## config.mk

```make
export PLATFORM = sky130hd
export DESIGN_NAME = controller
export DESIGN_NICKNAME = d
export VERILOG_FILES = /design/src/rtl/debug_pkg.sv /design/src/rtl/controller_brk_table.sv /design/src/rtl/controller.sv
export SDC_FILE = /design/constraint.sdc
export NUM_CORES = 2
export LEC_CHECK = 0
export BUFFER_PORTS_ARGS = -buffer_cell sky130_fd_sc_hd__buf_4
export CORE_AREA = 5 5 245 271
export DETAILED_ROUTE_END_ITERATION = 16
export DIE_AREA = 0 0 250 276
export SLEW_MARGIN = 20
export SYNTH_ARGS = -nofsm -noshare
export SYNTH_HDL_FRONTEND = slang
export SYNTH_HIERARCHICAL = 1
export SYNTH_SLANG_ARGS = --single-unit
```

## constraint.sdc

```tcl
create_clock -name clk -period 6.05 [get_ports clk]
set_clock_uncertainty 0.2 [all_clocks]
set_input_delay 0.605 -clock clk [delete_from_list [all_inputs] [get_ports clk]]
set_output_delay 0.605 -clock clk [all_outputs]
set_load 0.02 [all_outputs]
```

## src/rtl/debug_pkg.sv

```systemverilog
// Shared types for the debug controller.
// Opcodes, controller states and MCU strobe bundle.
package debug_pkg;

    typedef enum logic [3:0] {
        NONE      = 4'd0,
        PAUSE     = 4'd1,
        RESUME    = 4'd2,
        RESET     = 4'd3,
        REG_RD    = 4'd4,
        REG_WR    = 4'd5,
        MEM_RD    = 4'd6,
        MEM_WR    = 4'd7,
        BR_PT_ADD = 4'd8,
        BR_PT_RM  = 4'd9
    } DEBUG_FN;

    typedef enum logic [1:0] {
        IDLE  = 2'd0,
        ISSUE = 2'd1,
        WAIT  = 2'd2
    } ctrl_state_e;

    typedef struct packed {
        logic pause;
        logic resume;
        logic reset;
        logic rf_rd;
        logic rf_wr;
        logic mem_rd;
        logic mem_wr;
    } mcu_stb_t;

    localparam logic [31:0] BRK_FULL = 32'hFFFF_FFFF;

    function automatic mcu_stb_t fn_strobe(input DEBUG_FN fn);
        mcu_stb_t s;
        s = '0;
        case (fn)
            PAUSE:   s.pause  = 1'b1;
            RESUME:  s.resume = 1'b1;
            RESET:   s.reset  = 1'b1;
            REG_RD:  s.rf_rd  = 1'b1;
            REG_WR:  s.rf_wr  = 1'b1;
            MEM_RD:  s.mem_rd = 1'b1;
            MEM_WR:  s.mem_wr = 1'b1;
            default: s = '0;
        endcase
        return s;
    endfunction

    function automatic logic is_read(input DEBUG_FN fn);
        return (fn == REG_RD) || (fn == MEM_RD);
    endfunction

endpackage

```

## src/rtl/controller_brk_table.sv

```systemverilog
// Breakpoint table: valid/address slots with parallel compare.
// Gives pc hit, lowest free slot, existing match and remove count.
module brk_table
    import debug_pkg::*;
#(
    parameter int NUM_BRK = 8
) (
    input  logic        clk,
    input  logic        rst_n,
    input  logic [31:0] pc_i,
    input  logic [31:0] addr_i,
    input  logic        add_i,
    input  logic        rm_i,
    output logic        hit_o,
    output logic        match_o,
    output logic [31:0] match_idx_o,
    output logic        free_o,
    output logic [31:0] free_idx_o,
    output logic [31:0] rm_cnt_o
);

    logic [NUM_BRK-1:0] valid_q, valid_d;
    logic [31:0]        slot_q [NUM_BRK];
    logic [31:0]        slot_d [NUM_BRK];

    // Parallel compare; descending scan leaves the lowest index.
    always_comb begin
        hit_o       = 1'b0;
        match_o     = 1'b0;
        match_idx_o = '0;
        free_o      = 1'b0;
        free_idx_o  = '0;
        rm_cnt_o    = '0;
        for (int i = NUM_BRK - 1; i >= 0; i--) begin
            if (valid_q[i] && slot_q[i] == pc_i) begin
                hit_o = 1'b1;
            end
            if (valid_q[i] && slot_q[i] == addr_i) begin
                match_o     = 1'b1;
                match_idx_o = 32'(i);
                rm_cnt_o    = rm_cnt_o + 32'd1;
            end
            if (!valid_q[i]) begin
                free_o     = 1'b1;
                free_idx_o = 32'(i);
            end
        end
    end

    // Add writes the lowest free slot unless already present; remove clears all matches.
    always_comb begin
        valid_d = valid_q;
        slot_d  = slot_q;
        for (int i = 0; i < NUM_BRK; i++) begin
            if (add_i && !match_o && free_o && free_idx_o == 32'(i)) begin
                valid_d[i] = 1'b1;
                slot_d[i]  = addr_i;
            end
            if (rm_i && valid_q[i] && slot_q[i] == addr_i) begin
                valid_d[i] = 1'b0;
            end
        end
    end

    // Table registers with synchronous clear.
    always_ff @(posedge clk) begin
        if (!rst_n) begin
            valid_q <= '0;
            for (int i = 0; i < NUM_BRK; i++) begin
                slot_q[i] <= '0;
            end
        end else begin
            valid_q <= valid_d;
            for (int i = 0; i < NUM_BRK; i++) begin
                slot_q[i] <= slot_d[i];
            end
        end
    end

endmodule

```

## src/rtl/controller.sv

```systemverilog
// Debug controller between host command decoder and RV32 MCU.
// One command at a time; autonomous pause on breakpoint hit.
module controller
    import debug_pkg::*;
#(
    parameter int NUM_BRK = 8
) (
    input  logic        clk,
    input  logic        rst_n,
    input  DEBUG_FN     debug_fn,
    input  logic [31:0] addr,
    input  logic [31:0] wdata,
    input  logic        in_valid,
    input  logic [31:0] pc,
    input  logic        mcu_busy,
    input  logic [31:0] d_in,
    output logic        pause,
    output logic        resume,
    output logic        reset,
    output logic        rf_rd,
    output logic        rf_wr,
    output logic        mem_rd,
    output logic        mem_wr,
    output logic [31:0] mcu_addr,
    output logic [31:0] mcu_wdata,
    output logic        out_valid,
    output logic [31:0] d_rd,
    output logic        ctrlr_busy
);

    ctrl_state_e state_q, state_d;
    DEBUG_FN     fn_q, fn_d;
    logic [31:0] addr_q, addr_d;
    logic [31:0] wdata_q, wdata_d;
    logic        paused_q, paused_d;
    logic        int_q, int_d;
    mcu_stb_t    stb_q, stb_d;
    logic        out_valid_q, out_valid_d;
    logic [31:0] d_rd_q, d_rd_d;

    logic        add_en, rm_en;
    logic        pc_hit, match, free;
    logic [31:0] match_idx, free_idx, rm_cnt;
    logic        brk_hit, accept;

    brk_table #(
        .NUM_BRK(NUM_BRK)
    ) u_brk (
        .clk        (clk),
        .rst_n      (rst_n),
        .pc_i       (pc),
        .addr_i     (addr_q),
        .add_i      (add_en),
        .rm_i       (rm_en),
        .hit_o      (pc_hit),
        .match_o    (match),
        .match_idx_o(match_idx),
        .free_o     (free),
        .free_idx_o (free_idx),
        .rm_cnt_o   (rm_cnt)
    );

    assign brk_hit    = (state_q == IDLE) && !paused_q && pc_hit;
    assign ctrlr_busy = (state_q != IDLE) || brk_hit;
    assign accept     = in_valid && !ctrlr_busy && (debug_fn != NONE);

    assign pause     = stb_q.pause;
    assign resume    = stb_q.resume;
    assign reset     = stb_q.reset;
    assign rf_rd     = stb_q.rf_rd;
    assign rf_wr     = stb_q.rf_wr;
    assign mem_rd    = stb_q.mem_rd;
    assign mem_wr    = stb_q.mem_wr;
    assign mcu_addr  = addr_q;
    assign mcu_wdata = wdata_q;
    assign out_valid = out_valid_q;
    assign d_rd      = d_rd_q;

    // Next-state, strobe and completion logic.
    always_comb begin
        state_d     = state_q;
        fn_d        = fn_q;
        addr_d      = addr_q;
        wdata_d     = wdata_q;
        paused_d    = paused_q;
        int_d       = int_q;
        stb_d       = '0;
        out_valid_d = 1'b0;
        d_rd_d      = d_rd_q;
        add_en      = 1'b0;
        rm_en       = 1'b0;
        unique case (state_q)
            IDLE: begin
                if (brk_hit) begin
                    state_d     = ISSUE;
                    fn_d        = PAUSE;
                    int_d       = 1'b1;
                    stb_d.pause = 1'b1;
                    paused_d    = 1'b1;
                end else if (accept) begin
                    state_d = ISSUE;
                    fn_d    = debug_fn;
                    addr_d  = addr;
                    wdata_d = wdata;
                    int_d   = 1'b0;
                    stb_d   = fn_strobe(debug_fn);
                    if (debug_fn == PAUSE) begin
                        paused_d = 1'b1;
                    end
                    if (debug_fn == RESUME || debug_fn == RESET) begin
                        paused_d = 1'b0;
                    end
                end
            end
            ISSUE: begin
                if (fn_strobe(fn_q) != '0) begin
                    state_d = WAIT;
                end else begin
                    state_d     = IDLE;
                    out_valid_d = 1'b1;
                    case (fn_q)
                        BR_PT_ADD: begin
                            add_en = 1'b1;
                            if (match) begin
                                d_rd_d = match_idx;
                            end else if (free) begin
                                d_rd_d = free_idx;
                            end else begin
                                d_rd_d = BRK_FULL;
                            end
                        end
                        BR_PT_RM: begin
                            rm_en  = 1'b1;
                            d_rd_d = rm_cnt;
                        end
                        default: d_rd_d = BRK_FULL;
                    endcase
                end
            end
            WAIT: begin
                if (!mcu_busy) begin
                    state_d     = IDLE;
                    out_valid_d = !int_q;
                    if (!int_q) begin
                        d_rd_d = is_read(fn_q) ? d_in : 32'd0;
                    end
                end
            end
            default: state_d = IDLE;
        endcase
    end

    // State and registered outputs with synchronous reset.
    always_ff @(posedge clk) begin
        if (!rst_n) begin
            state_q     <= IDLE;
            fn_q        <= NONE;
            addr_q      <= '0;
            wdata_q     <= '0;
            paused_q    <= 1'b0;
            int_q       <= 1'b0;
            stb_q       <= '0;
            out_valid_q <= 1'b0;
            d_rd_q      <= '0;
        end else begin
            state_q     <= state_d;
            fn_q        <= fn_d;
            addr_q      <= addr_d;
            wdata_q     <= wdata_d;
            paused_q    <= paused_d;
            int_q       <= int_d;
            stb_q       <= stb_d;
            out_valid_q <= out_valid_d;
            d_rd_q      <= d_rd_d;
        end
    end

endmodule

```

### Yosys cells after proc, flatten, opt, wreduce, memory -nomap -nowiden

Index checks and enable logic that the tools add are counted.

* $add $sub $neg: 7
* equality and inequality tests: 45
* mux-type cells: 101
* bitwise logic cells: 4
* reductions and logical operators: 76

Operators with widths (count)
* $eq 32x32->1: 16
* $mux 32: 13
* $add 32x1->32 const B: 6
* $pmux 32 s2: 2
* $mux 1: 61
* $mux 3: 16
* $logic_and 1x1->1: 46
* $eq 4x3->1 const B: 8
* $logic_not 32->1: 1
* $eq 4x2->1 const B: 4
* $reduce_or 2->1: 8
* $eq 3x3->1 const B: 4
* $eq 4x1->1 const B: 2
* $eq 4x4->1 const B: 2
* $mux 2: 4
* $mux 4: 2
* $mux 7: 1
* $reduce_bool 7->1: 1
* $eq 3x2->1 const B: 2
* $ne 2x2->1 const B: 3
* $pmux 2 s3: 1
* $reduce_and 2->1: 3
* $reduce_and 3->1: 2
* $reduce_bool 2->1: 3
* 14 further kinds: 22

* register bits: 376
* output and inout bits: 105
* word-level logic and storage cells: 264

### Depth between registers and ports, before layout

* depth in word-level cells: 20
* depth in mapped cells: 30
* depth with buffers taken out: 28

### Cells and area by module

Netlist, hierarchy kept.

Modules (own cells, without submodules)
* brk_table: times used 1, cells an instance 1936, area each 17255.3 sq um
* controller: times used 1, cells an instance 480, area each 4674.5 sq um

### Worst setup path before layout

Ideal clock, no wire load.

* path kind: reg-to-reg
* start point: register addr_q[4] (netlist: mcu_addr[4])
* end point: register d_rd_q[4] (netlist: d_rd[4])
* library setup time: 0.061 ns
* arrival: 6.252 ns
* required time: 5.789 ns
* slack: -0.463 ns
* stages on the path, launching flop included: 30
* path buffers: 2
* clock period less this slack: 6.513 ns
* path through: dfxtp_1 -> buf_2 -> buf_1 -> xnor2_1 -> nand4_1 -> nor4_1 -> nand4_1 -> or4_1 -> ha_1 -> xor2_1 -> ha_1 -> nand2_1 -> nand2_1 -> ha_1 -> nor2_1 -> a31oi_1 -> ha_1 -> nor4_1 -> a31o_2 -> a31oi_1 -> ha_1 -> inv_1 -> nor2_1 -> xnor3_1 -> or2_0 -> a311o_1 -> a31oi_1 -> a21oi_2 -> o21ai_1 -> a32o_1

* longest elaborated chain between the ends: 20
* elaborated cells between the ends (all ways): 43

Ends and longest elaborated chain
* start: declaration: line controller.sv:33 `logic [31:0] addr_q, addr_d;`
* start signal: assignment: line controller.sv:168 `addr_q <= addr_d;`
* $eq 32x32->1: line controller_brk_table.sv:38 `if (valid_q[i] && slot_q[i] == addr_i) begin`
* $logic_and 1x1->1: line controller_brk_table.sv:38
* $mux 1: line controller_brk_table.sv:38
* $add 1x1->2: line controller_brk_table.sv:41 `rm_cnt_o = rm_cnt_o + 32'd1;`
* $mux 32: line controller_brk_table.sv:38
* $add 32x1->32: line controller_brk_table.sv:41
* $mux 32: line controller_brk_table.sv:38
* $add 32x1->32: line controller_brk_table.sv:41
* [... 5 more ...]
* $add 32x1->32: line controller_brk_table.sv:41
* $mux 32: line controller_brk_table.sv:38
* $add 32x1->32: line controller_brk_table.sv:41
* $mux 32 *: line controller_brk_table.sv:38
* via rm_cnt[4]: line controller.sv:43 `logic [31:0] match_idx, free_idx, rm_cnt;`
* $pmux 32 s2 *: line controller.sv:121 `case (fn_q)`
* $mux 32 *: line controller.sv:116 `if (fn_strobe(fn_q) != '0) begin`
* $pmux 32 s2 *: line controller.sv:92 `unique case (state_q)`
* end signal: assignment: line controller.sv:174 `d_rd_q <= d_rd_d;`
* end: declaration: line controller.sv:39 `logic [31:0] d_rd_q, d_rd_d;`

Mark *: on every way through the listed nets, which the timed path passes. The rest lies on a longest branch. The select of a mux whose other input is x is not followed.
A chain may end at the register's enable or synchronous reset.

### Final worst setup path

* start point: register addr_q[5] (netlist: mcu_addr[5])
* end point: register d_rd_q[4] (netlist: d_rd[4])

Same word-level chain as after synthesis.

==> reports/results.txt <==
The run finished with clean final reports. For flop-to-flop paths, the worst setup slack is 30 ps. Number of I/O port buffers: 240. The critical-path cell with the highest stage delay is sky130_fd_sc_hd__or4_4. The via count of the routed design is 19.6k, and the number of primary I/O pins is 241. In this run the power density over the cells is 274 nW/um2. The synthesized-area fraction occupied by xor and xnor cells was 0.210. The simple logic cell fraction of the synthesized area works out to 0.158. The critical path start-end classification is flop to flop. The share of flip-flops with an asynchronous set or reset came out at 0. In this run the worst path has a maximum fanout of 5. The clock passes through at most 3 buffers.

IR analysis of the VDD net gives a maximum drop of 0.184 mV. The arithmetic-cell share of the synthesized area counting full adders, half adders and majority gates came out at 0.00742. In this run, CTS created clock tree buffers numbering 46. A synthesized cell averages 9.08 um2.

The clock transition at the registers of the reported paths is 60 ps. Detailed placement ended at an HPWL of 74200 um. For hold timing, the worst endpoint is mcu_wdata[26].

The clock net in this run drives a total of 376 sinks. Largest net degree at the start of global routing: 147. By area, the combinational part of the netlist is dominated by XOR/XNOR gates.

For the detailed-route wire length, the log shows 102000 um. After routing the design area is 26800 um2. The tools report the capturing element type of the critical path as a flop. The run gives 0.268 as the worst slew slack as a fraction of its limit.

The tools report the hold path startpoint as wdata[26]. The reg-to-reg endpoint was d_rd[4]. The post-route minimum period works out to 6020 ps. The max-slew violation total from the final report is 0, and the number of storage elements in the synthesis netlist is 376. TritonCTS built the clock tree.

Once placement finished, the instance area stood at 25000 um2. For the pin with the worst max-slew slack, the measured transition is 1090 ps. The number of buffers and inverters on the critical path is 3. For the worst setup path, the data arrival time is 6360 ps.

The logs give 2829 for the number of nets in the final layout and 0 for the count of endpoints failing hold in the final timing report. The share of the clock period used by the worst path after layout is 0.995. In this run the clock root is driven by a sky130_fd_sc_hd__clkbuf_16. The number of warnings reported in the yosys synthesis log is 6, and the number of flops mapped to enable cells by yosys is 0. Synthesis instantiated 68 different standard cells from the library. The core region is 63200 um2.

Hold is met by 29.3 ps. In the routed design, unresolved DRC markers number 0. Setup repair after global routing could not meet its margin everywhere. For the number of antenna violations at the first check in global routing, the log shows 2. The logs give 0.992 for the last weighted congestion value of the routability-driven placer and 2416 for the synthesized instance count. Kind of start point of the critical path: a flop. The vertical die dimension is 276 um, and the number of levels the H-tree was split into is 2. The worst reg2reg path depth is 29, and the multiplexer share of the synthesized area is 0.118. The worst hold path belongs to the class input port to flop. The tools report the combined global-route utilization of all metal layers as 0.281. The worst slack at placement was -473 ps; the die width was 250 um. Max-cap violations in this run came to 0. Along the worst hold path, the cell count comes to 2. Before antenna repair, the detailed router went through 5 iterations. The most used flip-flop cell after synthesis is sky130_fd_sc_hd__dfxtp_1. Kind of cell adding the most delay to the critical path: simple AND/OR/NAND/NOR gates. The synthesized netlist occupies a cell area of 21900 um2. The leakage power was 11.0 nW. The clock reaches the later pin of the worst-skew pair after 600 ps. The number of global-route vias before repair was 19.4k; the worst path setup slack after routing was 27.5 ps. The wire length of the first global-routing pass is 143000 um, and the fraction of final layout cells sized beyond drive strength 1 is 0.223. Setup violations remaining at the end of the flow were counted as 0.

Compound-gate portion of the synthesized area: 0.0883. For the starting utilization of the core area, the log shows 0.347. The logs give 0 for the number of nets still failing antenna checks after routing and 6390 ps for the endpoint required time on the critical path. Fill cells in the final layout number 6300. Derived from the worst setup path, the maximum achievable clock frequency is 166 MHz. The startpoint identified for the worst register-to-register timing path is mcu_addr[5].

Standard-cell row count: 97. The area growth from synthesis to layout is 22.4%. The highest cell delay on the worst timing path is 620 ps, and the final global-route overflow total is 0. The detailed-route vias per instance is 5.51. The tools report the overall die area as 69000 um2.

The detailed router finished its first iteration with 1837 violations. After detailed routing, the average wire length per cell comes to 28.7 um. The share of the yosys chip area belonging to registers was 0.343; the final standard cell utilization of the core was 0.425.
kinds of logic (layout without fill, tap and decap cells):
group,Yosys count,in the layout
adder cells (fa/ha/maj),13,13
AO/OA/AOI/OAI,243,243
AND/OR/NAND/NOR,698,698
multiplexers,259,259
other,1,86
flip-flops,376,376
buffers and inverters,307,525
XOR/XNOR,519,519
Yosys cell counts, types with 5 or more instances:
library cell	n	area, um2
sky130_fd_sc_hd__dfxtp_1	376	7530
sky130_fd_sc_hd__xnor2_1	325	2850
sky130_fd_sc_hd__nor2_1	280	1050
sky130_fd_sc_hd__mux2i_1	257	2570
sky130_fd_sc_hd__xor2_1	189	1660
sky130_fd_sc_hd__nand4_1	107	669
sky130_fd_sc_hd__nand2_1	91	342
sky130_fd_sc_hd__nor4_1	90	563
sky130_fd_sc_hd__clkbuf_1	88	330
sky130_fd_sc_hd__buf_4	87	653
sky130_fd_sc_hd__a22o_1	67	587
sky130_fd_sc_hd__buf_2	63	315
sky130_fd_sc_hd__nand3_1	36	180
sky130_fd_sc_hd__buf_1	34	128
sky130_fd_sc_hd__a32o_1	33	330
sky130_fd_sc_hd__o22ai_1	31	194
sky130_fd_sc_hd__a21oi_2	30	263
sky130_fd_sc_hd__o21ai_1	30	150
sky130_fd_sc_hd__nor3_1	25	125
sky130_fd_sc_hd__inv_1	23	86.3
sky130_fd_sc_hd__nand2b_1	15	93.8
sky130_fd_sc_hd__ha_1	13	163
sky130_fd_sc_hd__buf_6	10	113
sky130_fd_sc_hd__o21ai_0	10	50.1
sky130_fd_sc_hd__a21oi_1	7	35.0
sky130_fd_sc_hd__and3_1	7	43.8
sky130_fd_sc_hd__or3_1	6	37.5
sky130_fd_sc_hd__nor2b_1	5	31.3
sky130_fd_sc_hd__nor3_2	5	50.1
sky130_fd_sc_hd__o21a_1	5	37.5
sky130_fd_sc_hd__o221a_2	5	56.3
sky130_fd_sc_hd__or4_1	5	37.5
state kept, by name (all words and copies together) (netlist names):
name / flops
u_brk/valid_q: 8
mem_rd: 1
mcu_wdata: 32
reset: 1
mem_wr: 1
state_q: 2
d_rd: 32
out_valid: 1
rf_wr: 1
u_brk/slot_q: 256
fn_q: 4
paused_q: 1
resume: 1
int_q: 1
pause: 1
rf_rd: 1
mcu_addr: 32
layout by cell type (no fill, tap or decap), drive strengths merged, types with 6 or more instances in the layout:
| cell | count |
|---|---|
| o22ai | 31 |
| a32o | 33 |
| clkbuf | 68 |
| and3 | 7 |
| nor4 | 91 |
| or3 | 6 |
| nor2 | 280 |
| nor3 | 30 |
| a21oi | 37 |
| clkinv | 10 |
| xnor2 | 325 |
| nand2 | 91 |
| xor2 | 189 |
| ha | 13 |
| inv | 26 |
| mux2i | 257 |
| a22o | 67 |
| conb | 85 |
| dfxtp | 376 |
| buf | 415 |
| o21ai | 40 |
| nand3 | 36 |
| nand4 | 107 |
| nand2b | 15 |
final cells by class:
class / instances / area [um2] / share of cell area
inverters: 24 / 95.1 / 0.00354
flip-flops and latches: 376 / 7570 / 0.282
diodes: 1 / 2.50 / 0.0000932
multi-input cells: 1817 / 13400 / 0.498
well taps: 841 / 1050 / 0.0392
clock inverters: 18 / 214 / 0.00797
clock buffers: 68 / 1360 / 0.0505
repair buffers: 415 / 3180 / 0.118
power breakdown:
group | switching (mW) | total [mW] | internal (mW)
combinational | 1.14 | 1.78 | 0.638
clock | 1.18 | 2.91 | 1.73
sequential | 0.0833 | 2.68 | 2.60
total | 2.40 | 7.36 | 4.96
stage by stage:
step / cells / total power, mW / TNS (ps)
final: 3560 / 7.36 / 0
after global routing: 3559 / 7.59 / -210
after CTS: 3558 / 7.38 / 0
after detailed placement: 3467 / 4.46 / -1200
after global placement: 3467 / 4.46 / -1050
after floorplan: 2500 / 3.72 / 0
metal layers:
layer	part of all wire	routed length [um]	track usage
met5	0.00014	14	0
met4	0.063	6420	0.139
met2	0.44	45200	0.444
met3	0.078	7990	0.0556
met1	0.42	42600	0.366
what timing repair did:
| item | CTS | global route |
|---|---|---|
| endpoints found under the hold margin | 0 | 0 |
| gates resized for setup | 23 | 21 |
| setup endpoints to repair | 4 | 4 |
| hold buffers | 0 | 0 |
| buffers inserted | 5 | 1 |
| pin swaps | 23 | 17 |
how the worst max path moves through the flow:
stage                     from      end  slack [ps]  cells after the start
2_1_floorplan     mcu_addr[12]  d_rd[4]          20                     29
3_3_place_gp       mcu_addr[4]  d_rd[4]        -430                     28
3_5_place_dp      mcu_addr[18]  d_rd[4]        -470                     28
4_1_cts        u_brk/slot_q[3]  d_rd[4]         0.5                     29
5_1_grt           mcu_addr[10]  d_rd[4]        -150                     30
6_report           mcu_addr[5]  d_rd[4]          30                     29
Note: power is estimated with default switching activity, not from simulation.
